**config.mk**
```make
export PLATFORM = sky130hd
export DESIGN_NAME = uart_tx_fifo
export DESIGN_NICKNAME = d
export VERILOG_FILES = /design/src/rtl/uart_tx_fifo.sv
export SDC_FILE = /design/constraint.sdc
export NUM_CORES = 1
export LEC_CHECK = 0
export ABC_AREA = 0
export BUFFER_PORTS_ARGS = -buffer_cell sky130_fd_sc_hd__clkbuf_2
export CORE_ASPECT_RATIO = 1.25
export CORE_MARGIN = 8
export CORE_UTILIZATION = 65
export DETAILED_ROUTE_END_ITERATION = 8
export PLACE_DENSITY = 0.85
export SYNTH_ARGS = -nofsm -noshare
export SYNTH_HDL_FRONTEND = slang
export SYNTH_SLANG_ARGS = --single-unit
export TNS_END_PERCENT = 30
```
**constraint.sdc**
```tcl
create_clock -name clk -period 6.1 [get_ports clk]
set_clock_uncertainty 0.1 [all_clocks]
set_input_delay 0.61 -clock clk [delete_from_list [all_inputs] [get_ports clk]]
set_output_delay 0.61 -clock clk [all_outputs]
set_load 0.01 [all_outputs]
```
**src/rtl/uart_tx_fifo.sv**
```systemverilog
// uart_tx_fifo: buffered UART transmitter. Words enter a FIFO through a
// valid/ready handshake and are serialised on TXD as start, LSB-first data,
// optional parity and 1 or 2 stop bits.
module uart_tx_fifo #(
  parameter int unsigned CLKS_PER_BIT = 434,
  parameter int unsigned DATA_BITS    = 8,
  parameter int unsigned PARITY       = 0,
  parameter int unsigned STOP_BITS    = 1,
  parameter int unsigned FIFO_DEPTH   = 16
) (
  input  logic                          clk,
  input  logic                          rst,
  input  logic [DATA_BITS-1:0]          tx_data,
  input  logic                          tx_valid,
  output logic                          tx_ready,
  output logic                          TXD,
  output logic                          busy,
  output logic [$clog2(FIFO_DEPTH):0]   fifo_count
);

  localparam int unsigned AW = $clog2(FIFO_DEPTH);
  localparam int unsigned BW = (CLKS_PER_BIT > 1) ? $clog2(CLKS_PER_BIT) : 1;
  localparam logic [BW-1:0] BAUD_LAST = BW'(CLKS_PER_BIT - 1);
  localparam logic [3:0]    DATA_LAST = 4'(DATA_BITS - 1);
  localparam logic [3:0]    STOP_LAST = 4'(STOP_BITS - 1);
  localparam logic [AW:0]   FULL      = (AW + 1)'(FIFO_DEPTH);

  typedef enum logic [2:0] {
    ST_IDLE,
    ST_START,
    ST_DATA,
    ST_PARITY,
    ST_STOP
  } state_t;

  logic [DATA_BITS-1:0] mem [FIFO_DEPTH];
  logic [AW-1:0]        wr_ptr;
  logic [AW-1:0]        rd_ptr;
  logic [AW:0]          count;
  logic [AW:0]          count_next;
  logic                 push;
  logic                 pop;

  state_t               state;
  state_t               state_next;
  logic [BW-1:0]        baud;
  logic [BW-1:0]        baud_next;
  logic [3:0]           bit_idx;
  logic [3:0]           bit_next;
  logic [DATA_BITS-1:0] shreg;
  logic [DATA_BITS-1:0] shreg_next;
  logic                 par_bit;
  logic                 par_next;
  logic                 txd_r;
  logic                 txd_next;
  logic                 baud_end;

  assign push       = tx_valid & tx_ready;
  assign fifo_count = count;
  assign TXD        = txd_r;
  assign busy       = (state != ST_IDLE) | (count != '0);
  assign baud_end   = (baud == BAUD_LAST);

  // FIFO occupancy after this cycle's push/pop
  always_comb begin
    count_next = count;
    case ({push, pop})
      2'b10:   count_next = count + 1'b1;
      2'b01:   count_next = count - 1'b1;
      default: count_next = count;
    endcase
  end

  // FIFO pointers, count and registered ready (ready tracks count_next so it
  // is already correct in the cycle the count changes)
  always_ff @(posedge clk) begin
    if (rst) begin
      wr_ptr   <= '0;
      rd_ptr   <= '0;
      count    <= '0;
      tx_ready <= 1'b1;
    end else begin
      if (push) wr_ptr <= wr_ptr + 1'b1;
      if (pop)  rd_ptr <= rd_ptr + 1'b1;
      count    <= count_next;
      tx_ready <= (count_next != FULL);
    end
  end

  // FIFO storage; contents need no reset because the pointers gate them
  always_ff @(posedge clk) begin
    if (push) mem[wr_ptr] <= tx_data;
  end

  // Frame sequencing; txd_next reflects the current state, so the line lags
  // the state register by one clock and each bit still lasts CLKS_PER_BIT
  always_comb begin
    state_next = state;
    baud_next  = baud;
    bit_next   = bit_idx;
    shreg_next = shreg;
    par_next   = par_bit;
    pop        = 1'b0;
    txd_next   = 1'b1;
    case (state)
      ST_IDLE: begin
        txd_next  = 1'b1;
        baud_next = '0;
        bit_next  = '0;
        if (count != '0) begin
          pop        = 1'b1;
          shreg_next = mem[rd_ptr];
          par_next   = (PARITY == 2) ? ^mem[rd_ptr] : ~^mem[rd_ptr];
          state_next = ST_START;
        end
      end
      ST_START: begin
        txd_next = 1'b0;
        if (baud_end) begin
          baud_next  = '0;
          bit_next   = '0;
          state_next = ST_DATA;
        end else begin
          baud_next = baud + 1'b1;
        end
      end
      ST_DATA: begin
        txd_next = shreg[0];
        if (baud_end) begin
          baud_next  = '0;
          shreg_next = shreg >> 1;
          if (bit_idx == DATA_LAST) begin
            bit_next   = '0;
            state_next = (PARITY != 0) ? ST_PARITY : ST_STOP;
          end else begin
            bit_next = bit_idx + 4'd1;
          end
        end else begin
          baud_next = baud + 1'b1;
        end
      end
      ST_PARITY: begin
        txd_next = par_bit;
        if (baud_end) begin
          baud_next  = '0;
          bit_next   = '0;
          state_next = ST_STOP;
        end else begin
          baud_next = baud + 1'b1;
        end
      end
      ST_STOP: begin
        txd_next = 1'b1;
        if (baud_end) begin
          baud_next = '0;
          if (bit_idx == STOP_LAST) begin
            bit_next   = '0;
            state_next = ST_IDLE;
          end else begin
            bit_next = bit_idx + 4'd1;
          end
        end else begin
          baud_next = baud + 1'b1;
        end
      end
      default: state_next = ST_IDLE;
    endcase
  end

  // FSM and datapath registers; reset forces the line high immediately
  always_ff @(posedge clk) begin
    if (rst) begin
      state   <= ST_IDLE;
      baud    <= '0;
      bit_idx <= '0;
      shreg   <= '0;
      par_bit <= 1'b0;
      txd_r   <= 1'b1;
    end else begin
      state   <= state_next;
      baud    <= baud_next;
      bit_idx <= bit_next;
      shreg   <= shreg_next;
      par_bit <= par_next;
      txd_r   <= txd_next;
    end
  end

endmodule
```
==> results.yml <==
outcome:
  status: "finished, final reports clean"
floorplan:
  initial_core_util: 0.657
  dieArea_um2: 14700
  die_height_um: 134
  dieWidth_um: 110
  core_area_um2: 11000
  ios: 19
  rows: 43
pwr:
  ir_drop_mv: 0.234
  leakagePower_nw: 2.68
  power_mw: 3.33
  powerDensity_nw_per_um2: 421
drt:
  antenna_left: 0
  wl_um: 14600
  vias: 4234
  dr.pass1.iters: 5
  viasPerCell: 6.42
  drc_errors: 0
  wl_per_cell_um: 22.1
  drtIter0Drc: 317
clock_tree:
  cts_resized: 0
  cts_setup_buffers: 0
  insertion_delay_ps: 420
  cts-htree-levels: 4
  clockBufferDepth: 2
  cts_tree: "yes"
  root_buffer: "clkbuf_16"
  ctsHoldBuffers: 0
  clkSlewWorstSetupHoldPaths_ps: 70
  cts.sinks: 172
  numCtsBuffers: 17
place:
  dp_hpwl_um: 9280
  numPortBuffers: 18
  gp_congestion: 0.813
  dp_cells: 627
  place_area_um2: 7340
  pre_cts_slack_ps: 2630
sta:
  fin_hold_ws_ps: 375
  worst_slack_ps: 2590
  min_period_ps: 3510
  max_freq_ghz: 0.285
  fin_tns_setup_ps: 0
  tightest_slew_ps: 978
  finalSetupViolations: 0
  maxSlewViolCount: 0
  grt_setup_unrepaired: "false"
  max_slew_margin: 0.346
  fin_crit_sh: 0.575
  hold_viol_final: 0
synth:
  synth_edf_count: 128
  synth_cells: 495
  async_flop_share: 0
  yosys_most_used_dff: "edfxtp_1"
  synth_top_area_frac: 0.533
  synth_area_leader_cell: "edfxtp_1"
  syn_nets: 518
  yosysSeqAreaShare: 0.655
  ys_types: 49
  ys_warn_count: 0
  ys_top_cells_by_area: "edfxtp_1 53%, dfxtp_1 12%, mux4_2 6.9%"
  synth_seq_cells: 172
  syn-cell-area_um2: 7210
  postSynthAreaPerCell_um2: 14.6
global_routing:
  grt_pass1_wl_um: 22600
  grt_pass1_vias: 4421
  grt_use_total: 0.211
  grt_antenna_before_repair: 0
  overflow: 0
  grt_max_degree: 37
setup_path:
  critPathLaunch: "fifo_count[1]$_SDFF_PP0_"
  crit_chain: "or2_2 -> or4_1 -> nand2_1 -> inv_1 -> ha_1 -> xor2_1 -> ha_1 -> a21o_1 -> nand2_1 -> a21oi_1 -> a221oi_1 -> o21ai_0 -> a21oi_1 -> nand4_1"
  worst-path-buf-inv: 1
  end_kind: "flop"
  start_kind: "flop"
  arrival_ps: 3700
  worst-path-max-fanout: 8
  cpLargestDelayFamily: "simple AND/OR/NAND/NOR gates"
  crit_slowest_cell: "or4_1"
  cp.required_ps: 6290
  r2r-start: "fifo_count[1]$_SDFF_PP0_"
  slowest_delay_ps: 460
  path_class: "reg2reg"
cells_and_area:
  fin_util: 0.722
  nNetsFinal: 534
  fin_cells: 659
  synthToLayoutAreaGrowth_pct: 9.94
  multi_input_area_um2: 2270
  seqCellArea_um2: 4730
  n_fill_cell: 690
  final_cell_area_um2: 7930
  drive_above_1_share: 0.158
  antenna_cells: 0
hold_path:
  min_from: "shreg[2]$_SDFFE_PP0P_"
  hold_class: "reg2reg"
job:
  max_cap_violations: 0
[cell type report]
type                       count  share of cell area
sequential                   172               0.596
multi-input combinational    285               0.287
clock buffer                  18              0.0541
tap                          135              0.0213
clock inverter                14              0.0196
timing repair buffer          24              0.0170
inverter                      11             0.00521
[sequential cells by signal, summed over array words and instances (netlist names), 3 cells and up, named ones only]
| register | count |
|---|---|
| baud | 9 |
| bit_idx | 4 |
| fifo_count | 5 |
| mem | 128 |
| rd_ptr | 4 |
| shreg | 8 |
| state | 3 |
| wr_ptr | 4 |
[placed cells by master, fill, tap and decap left out, drive strengths merged, types with 8 or more instances in the layout]
cell type / count
edfxtp: 128
nor2: 55
nand2: 48
dfxtp: 44
clkbuf: 36
mux4: 32
a22oi: 19
inv: 18
a21oi: 16
xor2: 13
ha: 12
xnor2: 11
o21ai: 11
nor3: 9
nor2b: 8
nand4: 8
[synth_stat cells, types with 3 or more instances]
cell type and instances:
xor2_1 13, nand4_1 8, nand2_1 48, buf_6 3
edfxtp_1 128, o21ai_0 10, a311oi_1 7, mux4_1 10
buf_2 3, dfxtp_1 44, a22oi_1 19, nand3_1 3
or4_1 3, nor2_1 55, nor2b_1 8, xnor2_1 11
clkbuf_1 15, nand2b_1 5, a21oi_1 16, ha_1 12
inv_1 11, mux4_2 22, nor3_1 8
[routing by layer]
| layer | GRT usage | vias to the layer above | wire [um] |
|---|---|---|---|
| met1 | 0.225 | 2120 | 5220 |
| met3 | 0.0478 | 33 | 850 |
| met5 | 0 | - | 0 |
| li1 | - | 1903 | - |
| met2 | 0.363 | 178 | 8030 |
| met4 | 0.131 | 0 | 451 |
[worst register-to-register path, cell delays in order, from the launching register on]
cell      delay (ps)
dfxtp_1          390
or2_2            340
or4_1            470
nand2_1          170
inv_1            160
ha_1             330
xor2_1           180
ha_1             230
a21o_1           180
nand2_1           70
a21oi_1           60
a221oi_1         280
o21ai_0          140
a21oi_1          180
nand4_1          110
[report_power, final]
group          internal, mW  leakage, nW  switching, mW  total, mW
clock network         0.611        0.285          0.449       1.06
logic                 0.372        0.876          0.491      0.862
registers              1.34         1.52         0.0681       1.41
total                  2.33         2.68           1.01       3.33
[logic make-up after synthesis]
| logic type | synth area share |
|---|---|
| buf+inv | 0.0297 |
| xor+xnor | 0.0292 |
| simple gates | 0.0982 |
| fa+ha+maj | 0.0208 |
| mux | 0.107 |
| flops | 0.655 |
| compound gates | 0.0604 |
[final timing paths]
path	endpoint	slack, ps	cells after the start
setup reg to reg	tx_ready$_SDFF_PP1_	2590	14
hold / removal	shreg[1]$_SDFFE_PP0P_	380	2
hold reg to reg	shreg[1]$_SDFFE_PP0P_	380	2
setup / recovery	tx_ready$_SDFF_PP1_	2590	14
Power figures use the tool's default switching activity.
